**config.mk**
```make
export PLATFORM = sky130hd
export DESIGN_NAME = shared_reg_arbiter
export DESIGN_NICKNAME = d
export VERILOG_FILES = /design/src/rtl/shared_reg_arbiter.sv
export SDC_FILE = /design/constraint.sdc
export NUM_CORES = 1
export LEC_CHECK = 0
export CORE_MARGIN = 1
export CORE_UTILIZATION = 24
export CTS_CLUSTER_SIZE = 10
export DETAILED_ROUTE_END_ITERATION = 10
export PLACE_DENSITY_LB_ADDON = 0.2
export SLEW_MARGIN = 20
export SYNTH_ARGS = -nofsm -noshare
export SYNTH_HDL_FRONTEND = slang
export SYNTH_SLANG_ARGS = --single-unit
```
**constraint.sdc**
```tcl
create_clock -name clk -period 1.5 [get_ports clk]
set_input_delay 0.225 -clock clk [delete_from_list [all_inputs] [get_ports clk]]
set_output_delay 0.225 -clock clk [all_outputs]
set_load 0.01 [all_outputs]
```
**src/rtl/shared_reg_arbiter.sv**
```systemverilog
`default_nettype none
// =============================================================================
// shared_reg_arbiter : round-robin write arbiter for one shared WIDTH-bit reg
// Rev 1.0 -- optional grant timeout enabled by defining SHREG_TIMEOUT_EN
// =============================================================================
module shared_reg_arbiter #(
   parameter int N_REQ    = 4,
   parameter int WIDTH    = 8,
   parameter int MAX_HOLD = 4
) (
   input  logic                     clk,
   input  logic                     rst,
   input  logic [N_REQ-1:0]         req,
   input  logic [N_REQ*WIDTH-1:0]   wdata,
   output logic [N_REQ-1:0]         gnt,
   output logic [$clog2(N_REQ)-1:0] owner,
   output logic [WIDTH-1:0]         q,
   output logic                     q_valid
);

   localparam int c_OW = $clog2(N_REQ);

   typedef enum logic [0:0] {
      ST_IDLE = 1'b0,
      ST_OWN  = 1'b1
   } state_t;

   state_t           r_state, w_state_nxt;
   logic [N_REQ-1:0] r_gnt, w_gnt_nxt;
   logic [c_OW-1:0]  r_owner, w_owner_nxt;
   logic [c_OW-1:0]  r_ptr, w_ptr_nxt;
   logic [c_OW-1:0]  w_sel;
   logic             w_any;
   logic [WIDTH-1:0] r_q, w_q_nxt;
   logic             r_qv, w_qv_nxt;
   logic [WIDTH-1:0] w_owner_data;
   logic             w_owner_req;
`ifdef SHREG_TIMEOUT_EN
   localparam logic [7:0] c_MAX_HOLD = 8'(MAX_HOLD);
   logic [7:0]       r_cnt, w_cnt_nxt;
`endif

   if ((N_REQ < 2) || (N_REQ > 8) || (MAX_HOLD < 1) || (MAX_HOLD > 255)) begin : g_bad_params
      $error("shared_reg_arbiter: parameter out of range");
   end

   // Scan downward so the last hit is the nearest requester after the pointer.
   always_comb begin
      w_sel = r_ptr;
      w_any = 1'b0;
      for (int k = N_REQ; k >= 1; k--) begin
         if (req[c_OW'((int'(r_ptr) + k) % N_REQ)]) begin
            w_sel = c_OW'((int'(r_ptr) + k) % N_REQ);
            w_any = 1'b1;
         end
      end
   end

   assign w_owner_data = wdata[int'(r_owner)*WIDTH +: WIDTH];
   assign w_owner_req  = req[r_owner];

   always_comb begin
      w_state_nxt = r_state;
      w_gnt_nxt   = r_gnt;
      w_owner_nxt = r_owner;
      w_ptr_nxt   = r_ptr;
      w_q_nxt     = r_q;
      w_qv_nxt    = r_qv;
`ifdef SHREG_TIMEOUT_EN
      w_cnt_nxt   = r_cnt;
`endif
      case (r_state)
         ST_IDLE: begin
            w_gnt_nxt = '0;
            if (w_any) begin
               w_state_nxt      = ST_OWN;
               w_gnt_nxt[w_sel] = 1'b1;
               w_owner_nxt      = w_sel;
               w_ptr_nxt        = w_sel;
            end
         end
         ST_OWN: begin
            if (w_owner_req) begin
               w_q_nxt  = w_owner_data;
               w_qv_nxt = 1'b1;
`ifdef SHREG_TIMEOUT_EN
               if (r_cnt + 8'd1 == c_MAX_HOLD) begin
                  w_state_nxt = ST_IDLE;
                  w_gnt_nxt   = '0;
                  w_cnt_nxt   = '0;
               end else begin
                  w_cnt_nxt   = r_cnt + 8'd1;
               end
`endif
            end else begin
               w_state_nxt = ST_IDLE;
               w_gnt_nxt   = '0;
`ifdef SHREG_TIMEOUT_EN
               w_cnt_nxt   = '0;
`endif
            end
         end
         default: begin
            w_state_nxt = ST_IDLE;
            w_gnt_nxt   = '0;
         end
      endcase
   end

   always_ff @(posedge clk or negedge rst) begin
      if (!rst) begin
         r_state <= ST_IDLE;
      end else begin
         r_state <= w_state_nxt;
      end
   end

   always_ff @(posedge clk or negedge rst) begin
      if (!rst) begin
         r_gnt   <= '0;
         r_owner <= '0;
         r_ptr   <= c_OW'(N_REQ - 1);
         r_q     <= '0;
         r_qv    <= 1'b0;
`ifdef SHREG_TIMEOUT_EN
         r_cnt   <= '0;
`endif
      end else begin
         r_gnt   <= w_gnt_nxt;
         r_owner <= w_owner_nxt;
         r_ptr   <= w_ptr_nxt;
         r_q     <= w_q_nxt;
         r_qv    <= w_qv_nxt;
`ifdef SHREG_TIMEOUT_EN
         r_cnt   <= w_cnt_nxt;
`endif
      end
   end

   assign gnt     = r_gnt;
   assign owner   = r_owner;
   assign q       = r_q;
   assign q_valid = r_qv;

endmodule
`default_nettype wire

```
==> run summary <==
CTS Hold Bufs: 0
Clock sink count: 18
Headroom to the max-slew limit: 0.719
Placed Instance Area: 0.00164 mm^2
Total internal power: 2.14 mW
Post-route ant nets: 0
Worst-case clock buffer depth: 2
Clock share of power: 0.110
Max Cap Viol: 0
Post-synth EDFFs: 0
Failing checks: setup timing
Fillcell total: 369
Initial antenna violation count: 0
Largest net degree at the start of global routing: 19
Skew final: 0.00428 ns
HPWL after detailed placement: 2.02 mm
Total Nets Final: 177
Hold_ws: 0.301 ns
Multi-input gate area: 523 um^2
CTS tree: built
CP startpoint kind: input pin
1st-iter DRT viols: 45
Final Wtd Congestion: 0.805
Final WL: 2.66 mm
Grt total ovfl: 0
Worst-Margin Slew: 0.420 ns
CTS Root Cell: clkbuf_8
First-pass GRT wire length: 4.22 mm
Most frequent cell after synthesis: dfrtp_1
Avg Cell Area, Syn: 14.4 um^2
Unrepaired setup endpoints after global routing: yes
Asr flop ratio synth: 1.00
CP max FO: 5
Crit Path Class: input pin to flip-flop
Tcrit/Tclk final: 1.05
Commonest cells post-synth: dfrtp_1, mux4_2, mux2_4
Number of global-route vias before repair: 856
Gate Count Post-Synth: 69
Final setup fails: 8
Cell taking the most area after synthesis: dfrtp_1
Slowest Stage Delay on Critical Path: 0.58 ns
Critical-path cell list: clkdlybuf4s50_1 -> mux4_2 -> nand2_4 -> mux2_4
IO Pins: 53
Yosys synthesis warning count: 0
Final worst path period need: 1.57 ns
Worst-path clk slew: 0.07 ns
Post-synth top area share: 0.403
Place WS: -0.352 ns
Residual DRC: 0
FF/Latch Area: 454 um^2
Synth Register Bits: 18
Pwr/cell area: 1830 mW/mm^2
Sequential Power Share: 0.291
Antenna Cells: 0
Top Family by Delay on Critical Path: multiplexers
WL/cell: 14.2 um
Clk_lat worst skew: 0.25 ns
VDD IR max: 1.03 mV
Slew Viols, Final: 0
Leakage power total: 0.723 nW
Design Area, Final: 0.00175 mm^2
Die Ht: 66.4 um
FMAX: 0.635 GHz
Type of element capturing the critical path: flip-flop
Hold Violations, Final: 0
Sw Ratio: 0.330
Drt first pass iters: 3
CP required: 1.64 ns
Run status: complete, but fails checks
Die ar.: 0.00441 mm^2
P_sw: 1.06 mW
H-tree depth: 1
Distinct cells, synth: 25
Row count: 23
Register area share after synthesis: 0.455
Logic pwr share: 0.599
Slowest CP cell: mux4_2
I/O Buffers: 52
CP arrival: 1.71 ns
R2R setup slack: -0.07 ns
Initial core utilization: 0.249
Vias/cell: 4.54
Top FF cell, synth: dfrtp_1
Area growth from synthesis to layout: 75.6%
Class of the worst hold path: input pin to asynchronous set/reset pin
Tot Pwr: 3.20 mW
All-Layer GR Usage: 0.132
CTS buffer count: 3
Critical path buffers and inverters: 1
Final worst setup slack: -0.0741 ns
Vias: 853
Die W: 66.4 um
Core Box Area: 0.00400 mm^2
Dominant cells by area after synthesis: dfrtp_1, mux4_2, mux2_4
Mapped Area: 995 um^2
Post-Syn Nets: 107
Fraction of layout cells with a size suffix above 1: 0.312
[through the flow]
step | utilization | TNS [ns] | cells
after floorplan | - | -1.45 | 69
after global placement | 0.410 | -4.29 | 180
after detailed placement | 0.410 | -4.97 | 180
after CTS | 0.430 | -0.754 | 187
after global routing | 0.437 | -0.977 | 188
final | 0.437 | -0.429 | 188
[sequential cells by signal, summed over array words and instances, names as in the netlist]
| register | cells |
|---|---|
| q | 8 |
| q_valid | 1 |
| r_ptr | 2 |
| owner | 2 |
| gnt | 4 |
| r_state | 1 |
[cells in the final DEF, fill, tap and decap left out, drive strengths merged, types with 2 or more instances in the layout]
cell type,Yosys,layout
buf,3,15
inv,3,3
a21o,2,2
clkdlybuf4s50,0,50
nand2,3,4
mux2,8,8
mux4,9,9
o22ai,3,3
dlygate4sd2,0,2
dfstp,2,2
nand2b,4,4
o21a,4,4
nand3,3,3
clkbuf,0,4
dfrtp,16,16
[timing repair]
item,in CTS,in global routing
hold endpoints to repair,0,0
endpoints found under the setup margin,10,18
gates resized for setup,7,4
setup buffers,2,1
pin swaps,1,2
gates cloned,1,0
[worst register-to-register path, stage by stage (launching register included)]
cell	delay, ns
dfrtp_1	0.37
mux4_2	0.60
nand2_4	0.16
mux2_4	0.32
[per-layer routing]
layer / track usage / vias to the layer above / wire [um]
met4: 0.0239 / 0 / 10
met1: 0.179 / 419 / 1170
li1: - / 406 / -
met2: 0.208 / 26 / 1350
met3: 0.0379 / 2 / 130
met5: 0 / - / 0
[cell type report]
cell class	instances	area share
clock buffer	4	0.0258
inverter	3	0.00645
multi-input combinational	46	0.299
sequential	18	0.260
tap	50	0.0358
timing repair buffer	67	0.372
[power by group through the flow]
stage               Combinational, mW  Sequential, mW  Clock [mW]
detailed placement               1.78           0.935           0
finish                           1.91           0.929       0.353
floorplan                        1.01           0.976           0
global placement                 1.74           0.924           0
global route                     2.07           0.971       0.393
CTS                              1.90           0.930       0.377
[worst paths after layout]
| path | startpoint | endpoint | cells past startpoint |
|---|---|---|---|
| max | req[3] | q[7] | 4 |
| min | rst | q[2] | 2 |
| max reg2reg | owner[1] | q[7] | 3 |
| min reg2reg | q_valid | q_valid | 1 |
| max in group asynchronous | rst | r_ptr[1] | 2 |
| min in group clk | q_valid | q_valid | 1 |
[logic make-up after synthesis]
logic type,count (synthesis),share of synthesized area
AND/OR/NAND/NOR,16,0.0943
flip-flops,18,0.455
AO/OA/AOI/OAI,12,0.0868
multiplexers,17,0.313
buffers and inverters,6,0.0503
Power figures use the tool's default switching activity.
==> RTL change (same settings) <==
`N_REQ`: 4 -> 2.
--- a/src/rtl/shared_reg_arbiter.sv
+++ b/src/rtl/shared_reg_arbiter.sv
@@ -6,3 +6,3 @@
 module shared_reg_arbiter #(
-   parameter int N_REQ    = 4,
+   parameter int N_REQ    = 2,
    parameter int WIDTH    = 8,
Ports: changed (resized gnt, owner, req and wdata); port bits go from 53 to 32. No check against the original RTL was run, so the function may have changed too.
==> RTL change against the unedited design <==
Cell area is 40% lower; worst setup slack gained 0.16 ns; power down 43%; via count decreased by 31%; sequential power decreased by 31%; area after synthesis down 33%; sequential cell count shrank 4; clock skew down 0.0032 ns; routed wire length is 44% lower; count of clock-buffer cells in the layout stayed put; utilization is 2.6 points lower; clock power is 39% lower; critical path type is now reg2out.
==> RTL change: results (changes against the unedited design) <==
[synth]
synth_cell_type_count=17  ; was 25
synth_sequential_area_ratio_pct=53.0  ; was 45.5%
synthTopCellsByCount=dfrtp_1 (13), a21oi_1 (8), a31oi_1 (8), mux2i_1 (8), inv_1 (3)  ; was dfrtp_1 (16), mux4_2 (9), mux2_4 (5)
ys_top_cells_by_area=dfrtp_1 (49%), mux2i_1 (12%), a31oi_1 (7.5%)  ; was dfrtp_1 (40%), mux4_2 (20%), mux2_4 (7.5%)

[cts]
clockRootBuffer=clkbuf_4  ; was clkbuf_8
cts_resized=0  ; was 7
clk-insertion-delay-late_ns=0.27  ; was 0.25 ns

[layout]
fill_cells=257  ; was 369
drive_above_1_share_pct=11.6  ; was 31.2%

[worst_setup_path]
arrival_ns=1.19  ; was 1.71 ns
cp_top_family=buffers and inverters  ; was multiplexers
crit_fanout=2  ; was 5
critPathMaxStageDelay_ns=0.55  ; was 0.58 ns

[placement]
io_buffers=31  ; was 52
detailed_place.area_um2=1010  ; was 1640 µm²
dp_slack_ns=0.0255  ; was -0.352 ns
globalplace.congestion=0.701  ; was 0.805
dp.cells=120  ; was 180

[timing]
relSlewSlack_pct=75.7  ; was 71.9%

[power]
ir_drop_v=0.000848  ; was 0.00103 V
p_leak_nw=0.446  ; was 0.723 nW

[detailed_routing]
drt-pass1-iter-count=4  ; was 3
avgViaCountPerCell=4.70  ; was 4.54

[global_route]
grt_pass1_vias=524  ; was 856

[run_status]
status=complete, no violations  ; was finished, violations left

RTL change: cell types whose count changed after synthesis, moves of 4 or more:
cell     delta
mux4_2      -9
mux2i_1     +8
mux2_4      -4
a31oi_1     +8
a21oi_1     +8
o21a_1      -4
RTL change: where the power goes:
group	internal (mW)	switching, mW	leakage (nW)	total (mW)
Combinational	0.526	0.424	0.273	0.950
Sequential	0.550	0.0952	0.158	0.645
Clock	0.103	0.114	0.0150	0.217
Total	1.18	0.633	0.446	1.81
RTL change: path summary, 6_finish.rpt:
| kind | startpoint | depth (start not counted) | slack [ns] | to |
|---|---|---|---|---|
| max reg2reg | owner | 4 | 0.21 | q[2] |
| min reg2reg | q_valid | 1 | 0.47 | q_valid |
| max | q[3] | 1 | 0.09 | q[3] |
| max in group asynchronous | rst | 2 | 0.85 | q[3] |
| min in group clk | q_valid | 1 | 0.47 | q_valid |
| min | rst | 1 | 0.23 | owner |
RTL change: layout make-up:
class / instances / share of cell area [%]
Tap cell: 30 / 3.59
Multi-Input combinational cell: 38 / 25.9
Timing Repair Buffer: 36 / 33.3
Sequential cell: 14 / 33.7
Inverter: 3 / 1.08
Clock buffer: 4 / 2.51
RTL change: kinds of logic (layout without fill, tap and decap cells):
| kind of cell | after synthesis | after routing | synth area share [%] |
|---|---|---|---|
| AOI/OAI and AO/OA | 20 | 20 | 17.5 |
| adders and majority gates | 2 | 2 | 3.77 |
| buffers and inverters | 7 | 43 | 6.23 |
| DFF | 14 | 14 | 53.0 |
| muxes | 9 | 9 | 14.3 |
| and+or+nand+nor | 7 | 7 | 5.09 |
RTL change: per-layer routing:
metal	track usage [%]	vias to the layer above
li1	-	286
met1	15.0	274
met2	16.5	25
met3	4.72	2
met4	6.41	0
met5	0	-
